**config.mk**
```make
export PLATFORM = sky130hd
export DESIGN_NAME = ir_xmt
export DESIGN_NICKNAME = d
export VERILOG_FILES = /design/src/rtl/ir_xmt_pkg.sv /design/src/rtl/ir_xmt_carrier_gen.sv /design/src/rtl/ir_xmt.sv
export SDC_FILE = /design/constraint.sdc
export NUM_CORES = 1
export LEC_CHECK = 0
export BUFFER_PORTS_ARGS = -buffer_cell sky130_fd_sc_hd__buf_2
export CORE_MARGIN = 3
export CORE_UTILIZATION = 25
export DETAILED_ROUTE_END_ITERATION = 8
export GPL_TIMING_DRIVEN = 0
export PLACE_DENSITY = 0.42
export SLEW_MARGIN = 5
export SYNTH_ARGS = -nofsm -noshare
export SYNTH_HDL_FRONTEND = slang
export SYNTH_SLANG_ARGS = --single-unit
```
**constraint.sdc**
```tcl
create_clock -name clk50 -period 5.72 [get_ports clk50]
set_clock_uncertainty 0.15 [all_clocks]
set_input_delay 0.572 -clock clk50 [delete_from_list [all_inputs] [get_ports clk50]]
set_output_delay 0.572 -clock clk50 [all_outputs]
set_load 0.02 [all_outputs]
```
**src/rtl/ir_xmt_pkg.sv**
```systemverilog
// ---------------------------------------------------------------------------
// ir_xmt_pkg
// Shared NEC protocol definitions for the IR transmitter (and the receive-side
// timing checks in ir_rcv): sequencer state encoding, segment lengths in NEC
// units, and small helpers that map a state to its envelope level and its
// length.
// ---------------------------------------------------------------------------
package ir_xmt_pkg;

    // Sequencer states. Mark states drive the envelope high, space states low.
    typedef enum logic [3:0] {
        ST_IDLE       = 4'd0,
        ST_LEAD_MARK  = 4'd1,
        ST_LEAD_SPACE = 4'd2,
        ST_BIT_MARK   = 4'd3,
        ST_BIT_SPACE  = 4'd4,
        ST_STOP_MARK  = 4'd5,
        ST_GAP        = 4'd6,
        ST_RPT_MARK   = 4'd7,
        ST_RPT_SPACE  = 4'd8,
        ST_RPT_STOP   = 4'd9
    } xmt_state_t;

    // Segment lengths in NEC units (one unit = 562.5 us).
    localparam int LEAD_MARK_U  = 16;
    localparam int LEAD_SPACE_U = 8;
    localparam int RPT_SPACE_U  = 4;
    localparam int BIT_MARK_U   = 1;
    localparam int ZERO_SPACE_U = 1;
    localparam int ONE_SPACE_U  = 3;
    localparam int FRAME_U      = 192;

    // True for states in which the LED envelope is a mark.
    function automatic logic is_mark_state(input xmt_state_t s);
        return (s == ST_LEAD_MARK) || (s == ST_BIT_MARK) || (s == ST_STOP_MARK) ||
               (s == ST_RPT_MARK)  || (s == ST_RPT_STOP);
    endfunction

    // Length of the current segment in units. GAP is ended by the frame
    // counter rather than by a segment length, so it reports a dummy value.
    function automatic logic [4:0] seg_units(input xmt_state_t s, input logic bit_val);
        logic [4:0] len;
        case (s)
            ST_LEAD_MARK:  len = 5'(LEAD_MARK_U);
            ST_LEAD_SPACE: len = 5'(LEAD_SPACE_U);
            ST_BIT_MARK:   len = 5'(BIT_MARK_U);
            ST_BIT_SPACE:  len = bit_val ? 5'(ONE_SPACE_U) : 5'(ZERO_SPACE_U);
            ST_STOP_MARK:  len = 5'(BIT_MARK_U);
            ST_RPT_MARK:   len = 5'(LEAD_MARK_U);
            ST_RPT_SPACE:  len = 5'(RPT_SPACE_U);
            ST_RPT_STOP:   len = 5'(BIT_MARK_U);
            default:       len = 5'd1;
        endcase
        return len;
    endfunction

endpackage

```
**src/rtl/ir_xmt_carrier_gen.sv**
```systemverilog
// ---------------------------------------------------------------------------
// ir_carrier_gen
// Free-running carrier phase counter for the NEC transmitter (~38 kHz at
// 50 MHz with default parameters).
//
// Ports:
//   clk50       in   system clock
//   reset       in   synchronous active-high reset
//   phase_rst   in   restart the carrier period on this edge (start of a mark)
//   car_on_next out  carrier level that applies after this edge; lets the
//                    parent register ir_tx in the same stage as ir_env
// ---------------------------------------------------------------------------
module ir_carrier_gen #(
    parameter int CARRIER_DIV  = 1316,
    parameter int CARRIER_HIGH = 439
) (
    input  logic clk50,
    input  logic reset,
    input  logic phase_rst,
    output logic car_on_next
);

    localparam logic [10:0] DIV_LAST = 11'(CARRIER_DIV - 1);
    localparam logic [10:0] HIGH_LIM = 11'(CARRIER_HIGH);

    logic [10:0] car_cnt;
    logic [10:0] car_next;

    // Next phase value: a phase reset wins so every mark begins at the start
    // of the high part of the carrier period.
    always_comb begin
        car_next = car_cnt + 11'd1;
        if (phase_rst || car_cnt == DIV_LAST) begin
            car_next = 11'd0;
        end
    end

    assign car_on_next = (car_next < HIGH_LIM);

    // Phase counter register.
    always_ff @(posedge clk50) begin
        if (reset) begin
            car_cnt <= 11'd0;
        end else begin
            car_cnt <= car_next;
        end
    end

endmodule

```
**src/rtl/ir_xmt.sv**
```systemverilog
// ---------------------------------------------------------------------------
// ir_xmt
// NEC infrared transmitter. Sends leader, 32 data bits (LSB first), a stop
// mark and a gap padding each frame to 192 units; while tx_repeat is high at
// the end of a frame it follows up with NEC repeat frames.
//
// Ports:
//   clk50      in   system clock (50 MHz)
//   reset      in   synchronous active-high reset, aborts any frame at once
//   ir_code    in   32-bit code, captured when a request is accepted
//   tx_req     in   start request, only honoured in IDLE
//   tx_repeat  in   sampled at frame end: high sends another repeat frame
//   busy       out  high from acceptance until return to IDLE
//   done       out  one-cycle pulse on the return to IDLE
//   ir_env     out  unmodulated envelope (1 = mark)
//   ir_tx      out  carrier-modulated envelope for the LED driver
// ---------------------------------------------------------------------------
module ir_xmt
    import ir_xmt_pkg::*;
#(
    parameter int UNIT_CYCLES  = 28125,
    parameter int CARRIER_DIV  = 1316,
    parameter int CARRIER_HIGH = 439
) (
    input  logic        clk50,
    input  logic        reset,
    input  logic [31:0] ir_code,
    input  logic        tx_req,
    input  logic        tx_repeat,
    output logic        busy,
    output logic        done,
    output logic        ir_env,
    output logic        ir_tx
);

    localparam logic [14:0] UNIT_LAST  = 15'(UNIT_CYCLES - 1);
    localparam logic [7:0]  FRAME_LAST = 8'(FRAME_U - 1);

    xmt_state_t  state;
    xmt_state_t  next_state;
    logic [14:0] unit_cnt;
    logic [4:0]  seg_cnt;
    logic [7:0]  frm_cnt;
    logic [4:0]  bit_idx;
    logic [31:0] shift_reg;

    logic unit_tick;
    logic seg_last;
    logic frame_last;
    logic accept;

    logic env_next;
    logic busy_next;
    logic done_next;
    logic phase_rst;
    logic car_on_next;

    assign accept     = (state == ST_IDLE) && tx_req;
    assign unit_tick  = (state != ST_IDLE) && (unit_cnt == UNIT_LAST);
    assign seg_last   = unit_tick && (seg_cnt == seg_units(state, shift_reg[0]) - 5'd1);
    assign frame_last = unit_tick && (frm_cnt == FRAME_LAST);

    // State register. Reset returns straight to IDLE without passing through
    // the done logic, so an aborted frame never pulses done.
    always_ff @(posedge clk50) begin
        if (reset) begin
            state <= ST_IDLE;
        end else begin
            state <= next_state;
        end
    end

    // Next-state logic. Segment states advance on the last unit tick of their
    // segment; GAP waits for the frame counter so every frame is 192 units.
    // At GAP exit a pending repeat takes priority, and tx_req is only looked
    // at in IDLE, so a request during a frame is simply dropped.
    always_comb begin
        next_state = state;
        case (state)
            ST_IDLE:       if (tx_req)   next_state = ST_LEAD_MARK;
            ST_LEAD_MARK:  if (seg_last) next_state = ST_LEAD_SPACE;
            ST_LEAD_SPACE: if (seg_last) next_state = ST_BIT_MARK;
            ST_BIT_MARK:   if (seg_last) next_state = ST_BIT_SPACE;
            ST_BIT_SPACE:  if (seg_last) next_state = (bit_idx == 5'd31) ? ST_STOP_MARK : ST_BIT_MARK;
            ST_STOP_MARK:  if (seg_last) next_state = ST_GAP;
            ST_GAP:        if (frame_last) next_state = tx_repeat ? ST_RPT_MARK : ST_IDLE;
            ST_RPT_MARK:   if (seg_last) next_state = ST_RPT_SPACE;
            ST_RPT_SPACE:  if (seg_last) next_state = ST_RPT_STOP;
            ST_RPT_STOP:   if (seg_last) next_state = ST_GAP;
            default:       next_state = ST_IDLE;
        endcase
    end

    // Output decode. Outputs are derived from the state being entered so
    // that, once registered, they line up with the state register itself.
    // The carrier phase is restarted whenever the envelope goes space->mark.
    always_comb begin
        env_next  = is_mark_state(next_state);
        busy_next = (next_state != ST_IDLE);
        done_next = (state == ST_GAP) && (next_state == ST_IDLE);
        phase_rst = env_next && !ir_env;
    end

    // Output registers; ir_tx is registered alongside ir_env so the carrier
    // can never leak outside a mark.
    always_ff @(posedge clk50) begin
        if (reset) begin
            busy   <= 1'b0;
            done   <= 1'b0;
            ir_env <= 1'b0;
            ir_tx  <= 1'b0;
        end else begin
            busy   <= busy_next;
            done   <= done_next;
            ir_env <= env_next;
            ir_tx  <= env_next && car_on_next;
        end
    end

    // Unit timer, segment/frame counters and the code shift register.
    // Acceptance clears the unit timer so unit boundaries line up with the
    // leader start. The shift register moves on at the end of each bit
    // space, leaving the next bit to send in shift_reg[0].
    always_ff @(posedge clk50) begin
        if (reset) begin
            unit_cnt  <= 15'd0;
            seg_cnt   <= 5'd0;
            frm_cnt   <= 8'd0;
            bit_idx   <= 5'd0;
            shift_reg <= 32'd0;
        end else if (accept) begin
            unit_cnt  <= 15'd0;
            seg_cnt   <= 5'd0;
            frm_cnt   <= 8'd0;
            bit_idx   <= 5'd0;
            shift_reg <= ir_code;
        end else if (state != ST_IDLE) begin
            unit_cnt <= unit_tick ? 15'd0 : unit_cnt + 15'd1;

            if (next_state != state) begin
                seg_cnt <= 5'd0;
            end else if (unit_tick) begin
                seg_cnt <= seg_cnt + 5'd1;
            end

            if (frame_last) begin
                frm_cnt <= 8'd0;
            end else if (unit_tick) begin
                frm_cnt <= frm_cnt + 8'd1;
            end

            if (state == ST_BIT_SPACE && seg_last) begin
                shift_reg <= shift_reg >> 1;
                bit_idx   <= bit_idx + 5'd1;
            end
        end else begin
            unit_cnt <= 15'd0;
            seg_cnt  <= 5'd0;
            frm_cnt  <= 8'd0;
        end
    end

    ir_carrier_gen #(
        .CARRIER_DIV (CARRIER_DIV),
        .CARRIER_HIGH(CARRIER_HIGH)
    ) u_carrier (
        .clk50      (clk50),
        .reset      (reset),
        .phase_rst  (phase_rst),
        .car_on_next(car_on_next)
    );

endmodule
```
==> Word-level counts from Yosys, hierarchy flattened <==
Index checks and enable logic that the tools add are counted.
{ "op_classes": {"addsub": 6, "n_lt_le_gt_ge": 1, "n_eq_ne": 20, "mux": 18, "n_bitwise": 1, "reduce_logical": 28} }
{ "op_table": {"columns": ["cell", "n"], "rows": [
  ["32-bit 2-to-1 mux", 3],
  ["4-bit 2-to-1 mux", 9],
  ["4-bit case mux with 9 select lines", 1],
  ["4-bit by 3-bit == test with 1-bit output (second input constant)", 6],
  ["5-bit case mux with 4 select lines", 1],
  ["15-bit by 1-bit adder with 15-bit output (second input constant)", 1],
  ["15-bit == test (second input constant)", 1],
  ["4-bit by 2-bit == test with 1-bit output (second input constant)", 3],
  ["4-bit == test (second input constant)", 3],
  ["4-bit OR reduction", 3],
  ["11-bit by 1-bit adder with 11-bit output (second input constant)", 1],
  ["11-bit == test (second input constant)", 1],
  ["11-bit by 9-bit < comparator with 1-bit output (second input constant)", 1],
  ["11-bit 2-to-1 mux", 1],
  ["5-bit by 1-bit adder with 5-bit output (second input constant)", 2],
  ["8-bit by 1-bit adder with 8-bit output (second input constant)", 1],
  ["4-bit by 1-bit == test with 1-bit output (second input constant)", 2],
  ["8-bit == test (second input constant)", 1],
  ["1-bit logical AND", 8],
  ["4-bit logical NOT", 2],
  ["4-bit nonzero test", 2],
  ["3-bit 2-to-1 mux", 2],
  ["2-bit OR reduction", 3],
  ["5-bit == test", 1],
  ["other kinds (9)", 15]
]} }
{ "word_totals": {"register_bits": 84, "wordCells": 85} }

==> Logic depth before layout (Yosys ltp) <==
Gate-level depths: netlist of run 1.
{ "depth": {"depth_word": 18, "mapped_depth": 14} }

==> Cells and area by module <==
From an unflattened synthesis of run 1, not the netlist that was laid out.
{ "hier_totals": {"cells_unflattened": 509, "hier_area_um2": 4294.1} }
{ "modules_own_cells": {"columns": ["mod", "n_inst", "cells_each", "area_per_inst_um2"], "rows": [
  ["ir_xmt", 1, 432, 3616.0],
  ["ir_carrier_gen", 1, 77, 678.2]
]} }

==> Least setup slack after synthesis of run 1 <==
OpenSTA, ideal clock, no wires.
{ "synth_path": {"path_kind": "flip-flop to flip-flop", "from": "register state[2]", "to": "register u_carrier.car_cnt[2]", "t_arrival_ns": 3.632, "required_ns": 5.428, "setup_slack_ns": 1.796, "path_stages_with_launch": 15, "period_less_slack_ns": 3.924, "cell_sequence": "dfxtp_1 > buf_2 > clkbuf_1 > nand2_1 > nor3_1 > nand2_1 > ha_1 > xnor2_1 > xnor2_1 > or4_1 > a2111oi_2 > mux2_2 > o31ai_1 > clkbuf_1 > nor3_1"} }
{ "synth_via": {"elab_chain_cells": 16, "elab_cells_between_ends": 41, "classes_between": "1 x add/sub; 15 x eq/ne; 12 x mux; 13 x reduce/logical"} }
{ "synth_rtl": {"columns": ["element", "line", "text"], "rows": [
  ["start: declaration", "ir_xmt.sv:39", "xmt_state_t state;"],
  ["start signal: assignment", "ir_xmt.sv:69", "state <= next_state;"],
  ["4-bit by 3-bit == test with 1-bit output or 4-bit by 1-bit == test with 1-bit output (tied branches)", "ir_xmt_pkg.sv:43, ir_xmt.sv:79", null],
  ["2-bit OR reduction (no line)", null, null],
  ["5-bit case mux with 4 select lines", "ir_xmt_pkg.sv:43", "case (s)"],
  ["5-bit by 1-bit subtractor with 5-bit output", "ir_xmt.sv:60", "assign seg_last = unit_tick && (seg_cnt == seg_units(state, shift_reg[0]) - 5'd1);"],
  ["5-bit == test", "ir_xmt.sv:60", null],
  ["1-bit logical AND", "ir_xmt.sv:60", null],
  ["4-bit 2-to-1 mux, or another cell as far along", "ir_xmt.sv:85, ir_xmt.sv:89", null],
  ["4-bit case mux with 9 select lines *", "ir_xmt.sv:79", "case (state)"],
  ["4-bit by 1-bit == test with 1-bit output or 4-bit by 2-bit == test with 1-bit output (tied branches)", "ir_xmt_pkg.sv:35", "return (s == ST_LEAD_MARK) || (s == ST_BIT_MARK) || (s == ST_STOP_MARK) ||"],
  ["1-bit logical OR (3 in a row)", "ir_xmt_pkg.sv:35", null],
  ["1-bit logical OR *", "ir_xmt_pkg.sv:36", "(s == ST_RPT_MARK) || (s == ST_RPT_STOP);"],
  ["1-bit logical AND *", "ir_xmt.sv:101", "phase_rst = env_next && !ir_env;"],
  ["1-bit logical OR *", "ir_xmt_carrier_gen.sv:33", "if (phase_rst || car_cnt == DIV_LAST) begin"],
  ["11-bit 2-to-1 mux *", "ir_xmt_carrier_gen.sv:33", null],
  ["end signal: assignment", "ir_xmt_carrier_gen.sv:45", "car_cnt <= car_next;"],
  ["end: declaration", "ir_xmt_carrier_gen.sv:26", "logic [10:0] car_cnt;"]
]} }
Every way passes the cells marked *; elsewhere a longest branch is shown, timed or not.
A chain may end at the register's enable or synchronous reset.

==> Final worst setup path of run 1 <==
{ "layout_path": {"from": "register state[2]", "to": "register u_carrier.car_cnt[5]"} }
The elaborated chain is that of the path after synthesis.

==> results of run 1 <==
[power groups by stage]
| stage | Sequential (mW) | Clock, mW | Combinational [mW] |
|---|---|---|---|
| global route | 0.629 | 0.578 | 0.128 |
| finish | 0.626 | 0.532 | 0.112 |
| CTS | 0.626 | 0.552 | 0.114 |
| global placement | 0.638 | 0 | 0.113 |
| detailed placement | 0.638 | 0 | 0.113 |
| floorplan | 0.636 | 0 | 0.0744 |
[cells in the mapped netlist (7+ instances only)]
library cell,number
inv_1,9
xnor2_1,16
mux2i_1,33
and3_1,7
nor2_1,73
clkbuf_1,18
xor2_1,21
a21oi_1,16
a211oi_1,30
nor3_1,21
nand3_1,21
buf_2,9
ha_1,8
dfxtp_1,84
nand2_1,35
o21ai_0,9
[cell type report]
class,count,area [sq um]
Fill cell,1762,11660
Multi-Input combinational cell,373,2416
Sequential cell,84,1682
Tap cell,220,275.3
Clock buffer,12,236.5
Timing Repair Buffer,38,190.2
Buffer,29,120.1
Inverter,9,33.78
Clock inverter,4,26.28
[cells by family after synthesis]
family                     synth area share (%)
and+or+nand+nor                           24.84
buffers and inverters                     3.620
muxes                                     8.564
adders and majority gates                 2.354
AOI/OAI and AO/OA                         13.45
DFF                                       39.55
xor gates and xnor gates                  7.622
[metal layers]
layer | vias up | routed length [microns] | track usage (%)
met3 | 8 | 362 | 2.776
met5 | - | 0 | 0
met4 | 0 | 152 | 4.199
li1 | 1873 | - | -
met2 | 45 | 4610 | 17.61
met1 | 1687 | 5301 | 16.42
[path summary, 6_finish.rpt]
check	startpoint	endpoint	slack (ns)	cells past startpoint
max	state[2]	u_carrier.car_cnt[5]	0.64	14
min	ir_code[31]	shift_reg[31]	0.33	3
max reg2reg	state[2]	u_carrier.car_cnt[5]	0.64	14
min reg2reg	bit_idx[3]	bit_idx[3]	0.34	2
[critical path, stage by stage, from the launching register on]
cell       delay [ns]
dfxtp_1          0.30
buf_2            0.21
clkbuf_1         0.37
nand2_1          0.16
nor3_1           0.66
nand2_1          0.20
ha_1             0.31
xnor2_1          0.16
xnor2_1          0.16
or4_1            0.55
a2111oi_2        0.46
mux2_2           0.41
o31ai_1          0.29
clkbuf_1         0.43
nor3_1           0.12
[through the flow]
step                hold slack (ns)  area (sq um)  power (mW)
floorplan                    0.2972          4252      0.7104
global placement             0.3180          4717      0.7508
detailed placement           0.3241          4717      0.7516
CTS                          0.3200          4980       1.292
global route                 0.3398          4980       1.335
finish                       0.3284          4980       1.270
==> impl_metrics.py, run 1 <==
metrics = {
    "floorplan": {
        "die_area_sq_um": 18610,
        "die_height_microns": 136.4,
        "fp.coreArea_sq_um": 16640,
        "die_w_microns": 136.4,
        "num_rows": 47,
        "io_pins": 40,
        "start_util_pct": 25.55,
    },
    "pwr": {
        "switching_share_pct": 25.21,
        "power_switching_mw": 0.3201,
        "clock_power_share_pct": 41.9,
        "p_leak_nw": 1.954,
        "comb_power_share_pct": 8.8,
        "ir_drop_mv": 0.1204,
        "power_frac_seq_pct": 49.3,
        "power_density_nw_per_um2": 255.0,
        "p_int_mw": 0.9497,
    },
    "setup_path": {
        "crit_arrival_ns": 5.13,
        "critPathKind": "flop to flop",
        "start_kind": "flop",
        "required_ns": 5.77,
        "crit_path_end_kind": "flop",
        "cp_max_fo": 10,
    },
    "synth": {
        "synthArstFlopShare_pct": 0,
        "ys_ff_latch": 84,
        "synthDistinctLibCells": 52,
        "syn_nets": 539,
        "synth_edf_count": 0,
        "yosys.area.top_type": "dfxtp_1",
        "synth-seq-area-share_pct": 39.55,
        "syn_area_sq_um": 4252,
        "yosys-top-cells-area": "dfxtp_1, mux2i_1, nor2_1, a211oi_1, xor2_1",
        "synth_warnings": 0,
        "syn_inst": 495,
        "synth_area_per_cell_sq_um": 8.589,
        "synth_top_area_share_pct": 39.55,
        "ys.flop_type": "dfxtp_1",
    },
    "clock_tree": {
        "clk_latency_ns": 0.35,
        "clk_pin_slew_worst_paths_ns": 0.06,
        "root_buffer": "clkbuf_16",
        "clock_sinks": 84,
        "htreeDepth": 3,
        "cts_buffer_depth": 2,
        "cts_resized": 0,
        "hold_buffers": 0,
        "cts_tree": "built",
        "cts_setup_buffers": 0,
        "numCtsBuffers": 9,
    },
    "final_layout": {
        "largest_reg_flops": 32,
        "diodes": 0,
        "utilization_pct": 29.92,
        "syn_to_final_growth_pct": 17.13,
        "layout.nets": 588,
        "mostFrequentLayoutCells": "dfxtp_1, nor2_1, buf_2",
        "final_common_cell": "dfxtp_1",
        "fin_cells": 769,
        "drive_gt1_share_pct": 12.20,
    },
    "routing": {
        "routedWlPerCell_microns": 13.56,
        "drtAntennaViolNets": 0,
        "drtPass1Iterations": 4,
        "drcViolationCount": 0,
        "via_count": 3613,
        "drt_iter0_drc": 256,
        "avgViaCountPerCell": 4.698,
        "wl_mm": 10.43,
    },
    "sta": {
        "max_slew.worst_pin.slew_ns": 1.134,
        "max-slew-margin-rel_pct": 23.71,
        "rsz0062_at_grt": "false",
        "fmax_ghz": 0.1968,
        "min_period_ns": 5.081,
        "setup_violations": 0,
        "period_share_pct": 88.83,
        "final.setup.tns_ns": 0,
        "fin_ws_ns": 0.6391,
        "final_hold_viol_count": 0,
        "drv_slew": 0,
    },
    "global_routing": {
        "grt_pass1_wl_mm": 17.39,
        "grt_max_degree": 14,
        "grt_overflow_total": 0,
        "track_usage_pct": 11.75,
        "grt_pass1_vias": 3480,
        "antenna_found_initial": 0,
    },
    "worst_hold_path": {
        "hold_path_class": "primary input to flop",
    },
    "flow_run": {
        "max_cap_viol_count": 0,
    },
    "place": {
        "gp_routability_congestion": 0.8168,
        "dp.cells": 753,
        "place_ws_ns": 0.5327,
        "port_buffers": 38,
        "dp_hpwl_mm": 7.661,
    },
    "outcome": {
        "status": "completed",
    },
}
No activity file was read; power rests on OpenSTA's default activity.
==> run 2, diff against run 1 <==
- PLACE_DENSITY: 0.42 -> 0.47
==> impl_metrics.py, run 2 (synthesis gave the netlist of run 1 again) <==
metrics = {
    "final_layout": {
        "fin_cells": 769,
        "drive_gt1_share_pct": 12.57,
        "diodes": 0,
        "fillers": 1780,
        "regArea_sq_um": 1682,
        "mostFrequentLayoutCells": "dfxtp_1, nor2_1, buf_2",
        "layout.nets": 588,
        "multi_input_area_sq_um": 2416,
        "syn_to_final_growth_pct": 18.42,
        "largest_reg_flops": 32,
        "final_common_cell": "dfxtp_1",
    },
    "flow_run": {
        "max_cap_viol_count": 0,
    },
    "global_routing": {
        "grt_pass1_vias": 3541,
        "track_usage_pct": 11.19,
        "grt_overflow_total": 0,
        "antenna_found_initial": 0,
        "grt_pass1_wl_mm": 17.02,
        "grt_max_degree": 15,
    },
    "clock_tree": {
        "cts_tree": "built",
        "numCtsBuffers": 9,
        "clk_pin_slew_worst_paths_ns": 0.06,
        "hold_buffers": 0,
        "clock_sinks": 84,
        "clk_latency_ns": 0.34,
        "cts_buffer_depth": 2,
        "root_buffer": "clkbuf_16",
        "cts_resized": 0,
        "cts_setup_buffers": 0,
        "htreeDepth": 3,
    },
    "pwr": {
        "power_frac_seq_pct": 46.1,
        "power_switching_mw": 0.3190,
        "power_density_nw_per_um2": 269.5,
        "p_int_mw": 1.038,
        "p_leak_nw": 1.976,
        "ir_drop_mv": 0.1300,
        "comb_power_share_pct": 8.2,
        "clock_power_share_pct": 45.7,
        "switching_share_pct": 23.50,
    },
    "sta": {
        "max_slew.worst_pin.slew_ns": 0.9525,
        "period_share_pct": 88.12,
        "rsz0062_at_grt": "false",
        "drv_slew": 0,
        "final_hold_viol_count": 0,
        "max-slew-margin-rel_pct": 35.91,
        "setup_violations": 0,
        "final.setup.tns_ns": 0,
        "fmax_ghz": 0.1984,
        "min_period_ns": 5.041,
    },
    "place": {
        "dp_hpwl_mm": 7.553,
        "port_buffers": 38,
        "gp_routability_congestion": 0.8335,
        "dp.cells": 753,
    },
    "floorplan": {
        "fp.coreArea_sq_um": 16640,
        "die_height_microns": 136.4,
        "io_pins": 40,
        "die_w_microns": 136.4,
        "num_rows": 47,
        "die_area_sq_um": 18610,
        "start_util_pct": 25.55,
    },
    "setup_path": {
        "crit_path_end_kind": "flop",
        "start_kind": "flop",
        "slowest_stage": "nor3_1",
        "required_ns": 5.76,
        "worstPathCellList": "buf_2, clkbuf_1, nand2_1, nor3_1, nand2_1, ha_1, xnor2_1, xnor2_1, or4_1, a2111oi_2, mux2_2, o31ai_1, clkbuf_1, nor3_1",
        "crit_path_max_incr_delay_ns": 0.59,
        "critPathKind": "flop to flop",
        "cp_max_fo": 10,
        "crit_arrival_ns": 5.08,
    },
    "routing": {
        "drcViolationCount": 0,
        "drt_iter0_drc": 205,
        "drtAntennaViolNets": 0,
        "wl_mm": 10.19,
        "via_count": 3664,
        "drtPass1Iterations": 4,
        "routedWlPerCell_microns": 13.24,
        "avgViaCountPerCell": 4.765,
    },
    "worst_hold_path": {
        "hold_path_class": "primary input to flop",
    },
    "outcome": {
        "status": "completed",
    },
}
run 2: metal layers:
layer | GRT usage (%) | vias up | wire (microns)
li1 | - | 1872 | -
met1 | 15.13 | 1750 | 5118
met2 | 17.89 | 36 | 4703
met3 | 2.628 | 6 | 268
met4 | 3.024 | 0 | 95
met5 | 0 | - | 0
run 2: power groups by stage:
| stage | registers [mW] | clock network [mW] | logic, mW |
|---|---|---|---|
| floorplan | 0.636 | 0 | 0.0744 |
| global placement | 0.638 | 0 | 0.110 |
| detailed placement | 0.639 | 0 | 0.112 |
| CTS | 0.626 | 0.637 | 0.113 |
| global route | 0.629 | 0.666 | 0.126 |
| finish | 0.626 | 0.620 | 0.112 |
run 2: area by class of cell:
type,instances,area share [%]
Buffer,29,2.386
Inverter,9,0.6710
Clock buffer,10,4.548
Tap cell,220,5.467
Timing Repair Buffer,38,3.777
Sequential cell,84,33.40
Multi-Input combinational cell,373,47.99
Clock inverter,6,1.764
run 2: metrics by stage:
step / instance area [sq um] / worst slack, ns / total power, mW / util, % / hold WS [ns]
CTS: 5035 / 0.6283 / 1.376 / 30.25 / 0.3063
finish: 5035 / 0.6795 / 1.357 / 30.25 / 0.3232
global route: 5035 / 0.1008 / 1.421 / 30.25 / 0.3161
floorplan: 4252 / 1.796 / 0.7104 / - / 0.2972
global placement: 4717 / 0.6576 / 0.7480 / 28.34 / 0.3195
detailed placement: 4717 / 0.6505 / 0.7512 / 28.34 / 0.3222
run 2: critical path: cells and delay by family (launching register included):
family	cells	cell delay (ns)
simple gates	5	1.63
fa+ha+maj	1	0.32
mux	1	0.41
xor+xnor	2	0.31
compound gates	2	0.75
flops	1	0.30
buf+inv	3	0.99
run 2: worst paths after layout:
| path | startpoint | to | slack [ns] | depth (start not counted) |
|---|---|---|---|---|
| worst max-delay path | state[2] | u_carrier.car_cnt[5] | 0.68 | 14 |
| worst min-delay path | ir_code[31] | shift_reg[31] | 0.32 | 3 |
| worst max register to register | state[2] | u_carrier.car_cnt[5] | 0.68 | 14 |
| worst min register to register | shift_reg[31] | shift_reg[31] | 0.34 | 2 |
==> run 3, diff against run 2 <==
- ABC_AREA: unset -> 1
- PLACE_DENSITY: 0.47 -> 0.41
- SYNTH_HIERARCHICAL: unset -> 1
==> impl_metrics.py, run 3 <==
metrics = {
    "outcome": {
        "status": "completed",
    },
    "routing": {
        "drt_iter0_drc": 306,
        "drtPass1Iterations": 5,
        "via_count": 4120,
        "drtAntennaViolNets": 0,
        "drcViolationCount": 0,
        "routedWlPerCell_microns": 12.14,
        "wl_mm": 11.33,
        "avgViaCountPerCell": 4.416,
    },
    "global_routing": {
        "grt_pass1_vias": 4074,
        "grt-busiest-layer": "met2",
        "antenna_found_initial": 0,
        "grt_pass1_wl_mm": 19.30,
        "grt_max_degree": 13,
        "track_usage_pct": 12.17,
        "grt_overflow_total": 0,
        "gr-usage-met3_pct": 3.299,
        "globalRouteMet1Util_pct": 16.03,
        "use_met2_pct": 19.57,
    },
    "synth": {
        "ys.flop_type": "dfxtp_1",
        "synth_top_area_share_pct": 37.67,
        "syn_area_sq_um": 4464,
        "synth_warnings": 6,
        "synth_area_per_cell_sq_um": 6.816,
        "yosys.area_share.simple_pct": 35.29,
        "muxShareOfSynthArea_pct": 0.2242,
        "synth_fa_ha_area_share_pct": 2.242,
        "yosys-top-cells-area": "dfxtp_1, nand2_1, inv_1, nor2_1, nand3_1",
        "synthDistinctLibCells": 44,
        "ys_ff_latch": 84,
        "netlist_top_cells_count": "nand2_1, inv_1, dfxtp_1",
        "syn_nets": 699,
        "yosys.area.top_type": "dfxtp_1",
        "synth_top_family_by_area": "simple AND/OR/NAND/NOR gates",
        "synthXorXnorAreaFrac_pct": 2.158,
        "syn_inst": 655,
        "yosysMostFrequentCell": "nand2_1",
        "synth-seq-area-share_pct": 37.67,
        "synth_compound_area_share_pct": 11.58,
        "synthArstFlopShare_pct": 0,
        "synth_edf_count": 0,
    },
    "final_layout": {
        "layout.nets": 749,
        "syn_to_final_growth_pct": 16.28,
        "diodes": 0,
        "utilization_pct": 29.81,
        "largest_reg_flops": 32,
        "mostFrequentLayoutCells": "nand2_1, inv_1, dfxtp_1",
        "final_common_cell": "nand2_1",
        "drive_gt1_share_pct": 14.69,
    },
    "clock_tree": {
        "clk_pin_slew_worst_paths_ns": 0.06,
        "cts_setup_buffers": 0,
        "cts_resized": 0,
        "root_buffer": "clkbuf_16",
        "htreeDepth": 3,
        "cts_buffer_depth": 2,
        "numCtsBuffers": 9,
        "clk_latency_ns": 0.34,
        "cts_tree": "built",
        "clock_sinks": 84,
        "hold_buffers": 0,
    },
    "sta": {
        "period_share_pct": 67.28,
        "max-slew-margin-rel_pct": 63.44,
        "final.setup.tns_ns": 0,
        "drv_slew": 0,
        "max_slew.worst_pin.slew_ns": 0.5484,
        "min_period_ns": 3.848,
        "final_hold_viol_count": 0,
        "setup_violations": 0,
        "rsz0062_at_grt": "false",
        "fmax_ghz": 0.2599,
    },
    "floorplan": {
        "start_util_pct": 25.63,
        "io_pins": 40,
        "die_w_microns": 139.6,
        "fp.coreArea_sq_um": 17420,
        "die_height_microns": 139.6,
        "num_rows": 48,
        "die_area_sq_um": 19500,
    },
    "pwr": {
        "ir_drop_mv": 0.1342,
        "total_power_mw": 1.272,
        "p_leak_nw": 2.281,
        "power_density_nw_per_um2": 245.1,
    },
    "worst_hold_path": {
        "hold_path_class": "flop to flop",
        "min_from": "unit_cnt[0]",
        "whs_endpoint": "unit_cnt[0]",
        "min_path_cells": 1,
    },
    "setup_path": {
        "critPathMostFrequentCell": "nand2_1",
        "cp_max_fo": 9,
        "cp_num_buf_inv": 5,
        "slowest_stage": "dfxtp_1",
        "start_kind": "flop",
        "r2r_end": "ir_tx",
        "crit_path_max_incr_delay_ns": 0.36,
        "required_ns": 5.85,
        "crit_arrival_ns": 3.98,
        "reg2reg_setup_slack_ns": 1.87,
        "crit_path_end_kind": "flop",
        "reg2reg_depth": 28,
        "reg2reg_from": "state[1]",
        "path_delay_family": "simple AND/OR/NAND/NOR gates",
        "critPathKind": "flop to flop",
    },
    "place": {
        "dp_hpwl_mm": 8.521,
        "gp_routability_congestion": 0.8025,
        "port_buffers": 39,
    },
    "flow_run": {
        "max_cap_viol_count": 0,
    },
}
## run 3: cell count changes in the layout (fill, tap and decap cells not counted), moves of 8 or more
cell / before / now
nor2_2: 0 / 13
clkbuf_1: 19 / 10
nor3_1: 21 / 10
nand2_2: 0 / 9
xor2_1: 21 / 8
inv_1: 9 / 104
nand3_1: 21 / 34
nand2_1: 35 / 170
o221ai_1: 2 / 12
a21oi_1: 16 / 24
xnor2_1: 16 / 3
a211oi_1: 30 / 1
mux2i_1: 33 / 1
## run 3: per-stage QoR
| step | instances | worst slack, ns | hold WS, ns | instance area [sq um] |
|---|---|---|---|---|
| after global placement | 919 | 1.834 | 0.2837 | 4941 |
| after global routing | 933 | 1.419 | 0.3119 | 5191 |
| final | 933 | 1.872 | 0.2950 | 5191 |
| after CTS | 933 | 1.828 | 0.2973 | 5191 |
| after detailed placement | 919 | 1.845 | 0.2881 | 4941 |
| after floorplan | 655 | 2.440 | 0.2673 | 4464 |
## run 3: final cells by class
| cell class | count | area (sq um) |
|---|---|---|
| Clock buffer | 12 | 236.5 |
| Fill cell | 1928 | 12230 |
| Tap cell | 225 | 281.5 |
| Sequential cell | 84 | 1682 |
| Buffer | 15 | 71.32 |
| Clock inverter | 2 | 13.76 |
| Multi-Input combinational cell | 446 | 2298 |
| Inverter | 110 | 412.9 |
| Timing Repair Buffer | 39 | 195.2 |
## run 3: cell families after synthesis
logic type / count (synthesis)
and+or+nand+nor: 347
buffers and inverters: 125
DFF: 84
AOI/OAI and AO/OA: 79
xor gates and xnor gates: 11
adders and majority gates: 8
muxes: 1
## run 3: how the worst max path moves through the flow
| stage | startpoint | to | slack, ns | depth (start not counted) |
|---|---|---|---|---|
| finish | state[1] | ir_tx | 1.87 | 28 |
| global route | state[2] | ir_tx | 1.42 | 29 |
| CTS | state[1] | ir_tx | 1.83 | 28 |
| detailed placement | state[1] | ir_tx | 1.85 | 28 |
| global placement | state[1] | ir_tx | 1.83 | 28 |
| floorplan | state[2] | ir_tx | 2.44 | 29 |
## run 3: where the power goes
| group | internal (mW) | leakage (nW) | switching [mW] | total, mW |
|---|---|---|---|---|
| Clock | 0.290 | 0.122 | 0.240 | 0.530 |
| Combinational | 0.0468 | 1.47 | 0.0823 | 0.129 |
| Sequential | 0.605 | 0.684 | 0.00873 | 0.613 |
| Total | 0.941 | 2.28 | 0.331 | 1.27 |
## run 3: layer usage
layer | vias up | wire (microns)
li1 | 2180 | -
met1 | 1856 | 5484
met2 | 75 | 5202
met3 | 9 | 485
met4 | 0 | 158
met5 | - | 0
